==> src/rtl/challenge_request.sv <==
// Initiator-side CHALLENGE engine: sends CHALLENGE, waits for the reply with a timeout, and classifies it.
// Optional retry on timeout is built when CHALLENGE_RETRY_EN is defined.
module challenge_request #(
  parameter int unsigned TIMEOUT_CYCLES     = 1000,
  parameter int unsigned MAX_RETRIES        = 2,
  parameter int unsigned MSG_LEN            = 288,
  parameter logic [7:0]  PROTOCOL_VERSION   = 8'h01,
  parameter logic [7:0]  CHALLENGE_CMD      = 8'h83,
  parameter logic [7:0]  CHALLENGE_AUTH_CMD = 8'h03,
  localparam int unsigned SIZE_OF_HEADER_VARS = 8
) (
  input  logic                           clk,
  input  logic                           reset,
  input  logic                           start,
  input  logic [SIZE_OF_HEADER_VARS-1:0] slot,
  input  logic [MSG_LEN-33:0]            nonce_in,
  output logic                           req_valid,
  input  logic                           req_ready,
  output logic [MSG_LEN-1:0]             req_msg,
  input  logic                           resp_valid,
  input  logic [MSG_LEN-1:0]             resp_msg,
  output logic                           busy,
  output logic                           done,
  output logic                           auth_pass,
  output logic                           auth_fail,
  output logic [7:0]                     error_code,
  output logic [MSG_LEN-33:0]            resp_payload
);

  localparam int unsigned PL_W     = MSG_LEN - 32;
  localparam int unsigned CNT_W    = $clog2(TIMEOUT_CYCLES);
  localparam int unsigned SLOT_LSB = MSG_LEN - 24;
  localparam logic [7:0]  ERROR_CMD = 8'h7F;

  typedef enum logic [2:0] {IDLE, SEND, WAIT_RESP, CHECK, DONE} state_t;

  state_t           state;
  logic [CNT_W-1:0] to_cnt;
  logic             timed_out;
  logic [7:0]       rsp_ver;
  logic [7:0]       rsp_type;
  logic [7:0]       rsp_p1;
  logic [PL_W-1:0]  rsp_pl;

`ifdef CHALLENGE_RETRY_EN
  localparam int unsigned RC_W = (MAX_RETRIES > 0) ? $clog2(MAX_RETRIES + 1) : 1;
  logic [RC_W-1:0] retry_cnt;
`else
  localparam int unsigned unused_max_retries = MAX_RETRIES;
`endif

  // param2 of the reply header carries nothing this engine acts on
  logic [7:0] unused_param2;
  assign unused_param2 = resp_msg[MSG_LEN-25:MSG_LEN-32];

  always_ff @(posedge clk) begin
    if (reset) begin
      state        <= IDLE;
      to_cnt       <= '0;
      timed_out    <= 1'b0;
      rsp_ver      <= '0;
      rsp_type     <= '0;
      rsp_p1       <= '0;
      rsp_pl       <= '0;
      req_valid    <= 1'b0;
      req_msg      <= '0;
      busy         <= 1'b0;
      done         <= 1'b0;
      auth_pass    <= 1'b0;
      auth_fail    <= 1'b0;
      error_code   <= '0;
      resp_payload <= '0;
`ifdef CHALLENGE_RETRY_EN
      retry_cnt    <= '0;
`endif
    end else begin
      done <= 1'b0;
      case (state)
        IDLE: begin
          if (start) begin
            req_msg    <= {PROTOCOL_VERSION, CHALLENGE_CMD, slot, 8'h00, nonce_in};
            auth_pass  <= 1'b0;
            auth_fail  <= 1'b0;
            error_code <= '0;
`ifdef CHALLENGE_RETRY_EN
            retry_cnt  <= '0;
`endif
            req_valid  <= 1'b1;
            busy       <= 1'b1;
            state      <= SEND;
          end
        end
        SEND: begin
          if (req_ready) begin
            req_valid <= 1'b0;
            to_cnt    <= '0;
            state     <= WAIT_RESP;
          end
        end
        WAIT_RESP: begin
          // a reply arriving on the last counted cycle beats the timeout
          if (resp_valid) begin
            rsp_ver   <= resp_msg[MSG_LEN-1 -: 8];
            rsp_type  <= resp_msg[MSG_LEN-9 -: 8];
            rsp_p1    <= resp_msg[MSG_LEN-17 -: 8];
            rsp_pl    <= resp_msg[PL_W-1:0];
            timed_out <= 1'b0;
            state     <= CHECK;
          end else if (to_cnt == CNT_W'(TIMEOUT_CYCLES - 1)) begin
`ifdef CHALLENGE_RETRY_EN
            if (retry_cnt != RC_W'(MAX_RETRIES)) begin
              retry_cnt <= retry_cnt + RC_W'(1);
              req_valid <= 1'b1;
              state     <= SEND;
            end else begin
              timed_out <= 1'b1;
              state     <= CHECK;
            end
`else
            timed_out <= 1'b1;
            state     <= CHECK;
`endif
          end else begin
            to_cnt <= to_cnt + CNT_W'(1);
          end
        end
        CHECK: begin
          done      <= 1'b1;
          state     <= DONE;
          auth_pass <= 1'b0;
          auth_fail <= 1'b1;
          if (timed_out) begin
            error_code <= 8'hFF;
          end else if (rsp_ver != PROTOCOL_VERSION) begin
            error_code <= 8'hFD;
          end else if (rsp_type == ERROR_CMD) begin
            error_code <= (rsp_p1 == 8'h00) ? 8'hFC : rsp_p1;
          end else if (rsp_type != CHALLENGE_AUTH_CMD) begin
            error_code <= 8'hFD;
          end else if (rsp_p1[3:0] != req_msg[SLOT_LSB +: 4]) begin
            error_code <= 8'hFE;
          end else begin
            auth_pass    <= 1'b1;
            auth_fail    <= 1'b0;
            error_code   <= 8'h00;
            resp_payload <= rsp_pl;
          end
        end
        DONE: begin
          busy  <= 1'b0;
          state <= IDLE;
        end
        default: begin
          state <= IDLE;
        end
      endcase
    end
  end

endmodule

==> config.mk <==
export PLATFORM = sky130hd
export DESIGN_NAME = challenge_request
export DESIGN_NICKNAME = d
export VERILOG_FILES = /design/src/rtl/challenge_request.sv
export SDC_FILE = /design/constraint.sdc
export NUM_CORES = 2
export LEC_CHECK = 0
export CORE_AREA = 5 5 437 439
export CTS_CLUSTER_SIZE = 14
export DETAILED_ROUTE_END_ITERATION = 10
export DIE_AREA = 0 0 442 444
export GPL_TIMING_DRIVEN = 1
export PLACE_DENSITY_LB_ADDON = 0.2
export SYNTH_ARGS = -nofsm -noshare
export SYNTH_HDL_FRONTEND = slang
export SYNTH_SLANG_ARGS = --single-unit
==> constraint.sdc <==
create_clock -name clk -period 2.7 [get_ports clk]
set_input_delay 0.81 -clock clk [delete_from_list [all_inputs] [get_ports clk]]
set_output_delay 0.81 -clock clk [all_outputs]
set_load 0.03 [all_outputs]
Yosys cells after proc, flatten, opt, wreduce, memory -nomap -nowiden
Index checks and enable logic that the tools add are counted.

Register bits after elaboration: 828. Output and inout bits: 557. Logic and storage cells: 88.

Mux-type cells: 37. Reduce and logical (&&, ||, !) cells: 16. Add/sub/neg operators: 1. Bitwise operators: 5. Eq/ne operators: 14.

Operators by type and width (count): 2-to-1 mux 8 bit (7); 2-to-1 mux 10 bit (3); case mux 10 bit (2 select lines) (1); 2-to-1 mux 1 bit (16); case mux 8 bit (2 select lines) (1); 2-to-1 mux 3 bit (4); case mux 3 bit (4 select lines) (1); adder 10 x 1 -> 10 bit (second input constant) (1); == test 10 bit (second input constant) (1); AND reduction 2 bit (5); nonzero test 2 bit (5); == test 8 x 7 -> 1 bit (second input constant) (1); zero test 8 bit (1); != test 2 bit (second input constant) (4); != test 8 x 1 -> 1 bit (second input constant) (1); != test 8 x 2 -> 1 bit (second input constant) (1); case mux 1 bit (2 select lines) (4); == test 3 x 2 -> 1 bit (second input constant) (2); AND reduction 3 bit (2); AND reduction 6 bit (1); inverter 1 bit (5); != test 4 bit (1); AND reduction 4 bit (1); == test 3 x 1 -> 1 bit (second input constant) (1); other kinds (3) (3).

Longest topological paths before layout
Depth in word-level cells: 7. Depth in mapped cells: 8. Gate-level depth less buffers: 5.

Worst setup path before layout
No wires, ideal clock.

Path kind: input-to-reg. From: in resp_valid. To: reg to_cnt[7]. Path buffers: 1. Required time: 2628 ps. Path slack: 346 ps. Stages on the path: 5. Arrival: 2283 ps. Path through: or3b_2 clkbuf_1 a31o_2 a2111oi_0 mux2i_1.

Cells in the longest elaborated chain, start to end: 2.

Ends and longest elaborated chain: start: declaration (RTL line 20) `input logic resp_valid,`; != test 2 bit (no line); AND reduction 4 bit (no line); end signal: assignment (RTL line 124) `to_cnt <= to_cnt + CNT_W'(1);`; end: declaration (RTL line 38) `logic [CNT_W-1:0] to_cnt;`.

Every way passes these cells. A chain may end at the register's enable or synchronous reset.

Worst setup path in the final report
From: reg rsp_ver[2]. To: reg resp_payload[226].

Cells in the longest elaborated chain, start to end: 3.

Ends and longest elaborated chain: start: declaration (RTL line 40) `logic [7:0] rsp_ver;`; start signal: assignment (RTL line 103) `rsp_ver <= resp_msg[MSG_LEN-1 -: 8];`; != test 8 x 1 -> 1 bit (RTL line 134) `end else if (rsp_ver != PROTOCOL_VERSION) begin`; inverter 1 bit (no line); AND reduction 6 bit (no line); end signal: assignment (RTL line 146) `resp_payload <= rsp_pl;`; end: declaration (RTL line 27) `output logic [MSG_LEN-33:0] resp_payload`.

Every way passes these cells.

==> summary.md <==
| Metric | Value |
|---|---|
| Outcome | finished, final reports clean |
| Tcrit/Tclk final | 0.9755 |
| Max Cap Violations | 0 |
| Comb power frac | 0.135 |
| TritonCTS clock tree | done |
| Slew HR | 0.5856 |
| Required time worst endpoint | 3350 ps |
| Crit-path cells | or4b_1, or4_4, nor4_4, buf_4, buf_6, clkbuf_16, mux2i_1 |
| Synthesis Warnings | 0 |
| DP Wirelength | 111,800 um |
| PnR worst setup slack | 66.17 ps |
| Worst slew pin tran | 624.1 ps |
| Cells after Synth | 3,676 |
| #FFs+latches synth | 828 |
| Sink Count | 828 |
| Avg Synthesized Cell Area | 8.294 um^2 |
| Area of the die | 0.1962 mm^2 |
| Post-route design area | 0.04799 mm^2 |
| Hold Fails Final Rpt | 0 |
| Vias per cell | 3.824 |
| CTS Hold Buffers Added | 0 |
| DR WL/cell | 20.05 um |
| Worst setup SP type | register |
| Vias | 28,061 |
| Hold WC Path Type | in2reg |
| Share of cells above drive strength 1 | 0.07264 |
| Power density cells | 651.2 mW/mm^2 |
| Setup_tns | 0 ps |
| Clock skew | 39.22 ps |
| Bufs on Longest Clock Path | 3 |
| I/O Pins | 1,114 |
| Post-synthesis sequential area ratio | 0.5437 |
| Pre-CTS WS | -795.6 ps |
| Critical path arrival | 3290 ps |
| EDFF count, synth | 0 |
| Gr usage total | 0.1410 |
| Final nets | 5,304 |
| Fin. max-slew vios | 0 |
| Routed WL | 147,100 um |
| Critical Setup Path Class | reg2reg |
| Setup-failing EPs final | 0 |
| Total gr overflow | 0 |
| Initial antenna violation count | 28 |
| PnR Total Power | 0.03125 W |
| RSZ-0062 raised after global routing | yes |
| Crit-path max FO | 19 |
| Ys async rst share | 0 |
| Vias in the first global route | 27,438 |
| Fmax | 0.3797 GHz |
| Clock share of power | 0.451 |
| Root buf cell | clkbuf_16 |
| TritonCTS Buffers | 100 |
| DRC | 0 |
| DRT iter0 DRCs | 1,357 |
| Final min period | 2634 ps |
| Largest net degree at the start of global routing | 108 |
| Initial Util | 0.1632 |
| Slowest cell on crit path | or4_4 |
| Delay of the slowest critical-path stage | 580 ps |
| Mapped Area | 0.03049 mm^2 |
| LEAKAGE | 17.34 nW |
| Initial DRT Pass Iterations | 5 |
| Cell row count | 159 |
| CP Capture Type | register |
| Post-synth cell types | 58 |
| P_sw | 0.008536 W |
| CTS H-tree lvls | 3 |
| First-pass GRT wire length | 204,400 um |
| Worst-Skew Late Latency | 720 ps |
| Pint | 0.02272 W |
| GP Congestion | 0.8327 |
| Core Footprint | 0.1868 mm^2 |
| Area growth, synth to finish | 57.42% |
| Switching share of power | 0.2731 |
| Final core area utilization | 0.2569 |
| Post-DP Area | 0.04474 mm^2 |
| Part of the power in registers | 0.414 |
| Die width | 442 um |
| Most frequently used flop master after synthesis | dfxtp_1 |
| Layout fillers | 20,437 |
| Die height | 444 um |
| Post-route antenna net violation count | 0 |
| IO Port Bufs | 1,085 |
| Worst-path clk slew | 60 ps |
| Max VDD drop | 0.4219 mV |
synth_stat cells, types with 6 or more instances:
cell type     n  area, um^2
xnor2_1       6       52.55
nand3_1       9       45.04
nand2_1    1610        6043
a32oi_1       7       61.31
mux2i_1     258        2582
inv_1        10       37.54
buf_4        26       195.2
buf_2         9       45.04
buf_12       22       440.4
a21oi_1     550        2753
nor2_1       13       48.80
dfxtp_1     828       16580
clkbuf_1    233       874.6
a211oi_1      8       60.06
power groups by stage:
stage	Sequential, W	Clock, W	Combinational [W]
global placement	0.0132	0	0.00442
global route	0.0130	0.0151	0.00454
CTS	0.0129	0.0147	0.00433
floorplan	0.0138	0	0.00126
detailed placement	0.0132	0	0.00442
finish	0.0129	0.0141	0.00422
logic make-up after synthesis:
| family | after synthesis | synth area share |
|---|---|---|
| simple gates | 1680 | 0.2132 |
| flops | 828 | 0.5437 |
| compound gates | 591 | 0.1010 |
| buf+inv | 310 | 0.05483 |
| mux | 259 | 0.08507 |
| xor+xnor | 6 | 0.001724 |
| fa+ha+maj | 1 | 0.0004103 |
| other cells | 1 | 0.0001230 |
flip-flops by register name (all words and copies together), names as in the netlist:
signal	cells
done	1
state	3
rsp_type	8
rsp_pl	256
timed_out	1
busy	1
auth_fail	1
auth_pass	1
rsp_p1	8
rsp_ver	8
req_msg	265
resp_payload	256
req_valid	1
error_code	8
to_cnt	10
final timing paths:
path	from	cells after the start	slack, ps	to
worst min-delay path	reset	2	340	state[1]
worst min register to register	rsp_pl[248]	2	440	resp_payload[248]
worst max-delay path	rsp_ver[2]	7	70	resp_payload[226]
worst max register to register	rsp_ver[2]	7	70	resp_payload[226]
what timing repair did:
item / CTS / global route
gates resized for setup: 256 / 10
cloned: 0 / 3
setup buffers: 0 / 2
setup endpoints to repair: 256 / 156
endpoints found under the hold margin: 0 / 0
through the flow:
| stage | hold slack, ps | std cells |
|---|---|---|
| 2_1_floorplan | 430.8 | 3695 |
| 3_3_place_gp | 440.9 | 7134 |
| 3_5_place_dp | 444.7 | 7134 |
| 4_1_cts | 220.1 | 7322 |
| 5_1_grt | 271.5 | 7333 |
| 6_report | 336.7 | 7338 |
critical path, delay by kind of cell, from the launching register on:
family,cells,cell delay (ps)
buffers and inverters,3,700
flip-flops,1,350
multiplexers,1,210
AND/OR/NAND/NOR,3,1280
cell type report:
cell class	instances	area (um^2)	share of cell area
Clock buffer	159	3068	0.06392
Antenna cell	11	27.53	0.0005735
Inverter	11	48.80	0.001017
Clock inverter	29	361.6	0.007534
Multi-Input combinational cell	2557	12340	0.2572
Tap cell	2495	3122	0.06504
Sequential cell	828	16580	0.3454
Timing Repair Buffer	1248	12450	0.2594
metal layers:
layer	global-route usage	up-vias	share of wire
met1	0.1547	13292	0.39
met2	0.2685	598	0.54
met3	0.03590	131	0.052
met4	0.03623	10	0.017
li1	-	14030	-
met5	0	-	0.00047
cell usage in the layout (no fill, tap or decap), types with 3 or more instances in the layout:
cell	count
or3_1	3
xnor2_1	6
dfxtp_1	828
clkinv_2	15
clkbuf_8	28
clkinvlp_4	3
o31ai_1	4
conb_1	20
nand2_1	1609
a21oi_1	550
bufinv_16	5
buf_12	48
a21o_1	3
dlygate4sd2_1	256
buf_4	119
nor2_1	12
nand3_1	9
nor4bb_1	3
buf_6	3
o41ai_1	5
nor3b_1	3
clkbuf_16	106
a32oi_1	7
nand4_1	3
mux2i_1	258
or2_2	3
diode_2	11
or4_1	4
nand2b_1	3
nor3_1	5
clkdlybuf4s50_1	814
nand3b_1	5
a211oi_1	8
inv_1	10
clkbuf_1	28
Note: power is estimated with default switching activity, not from simulation.
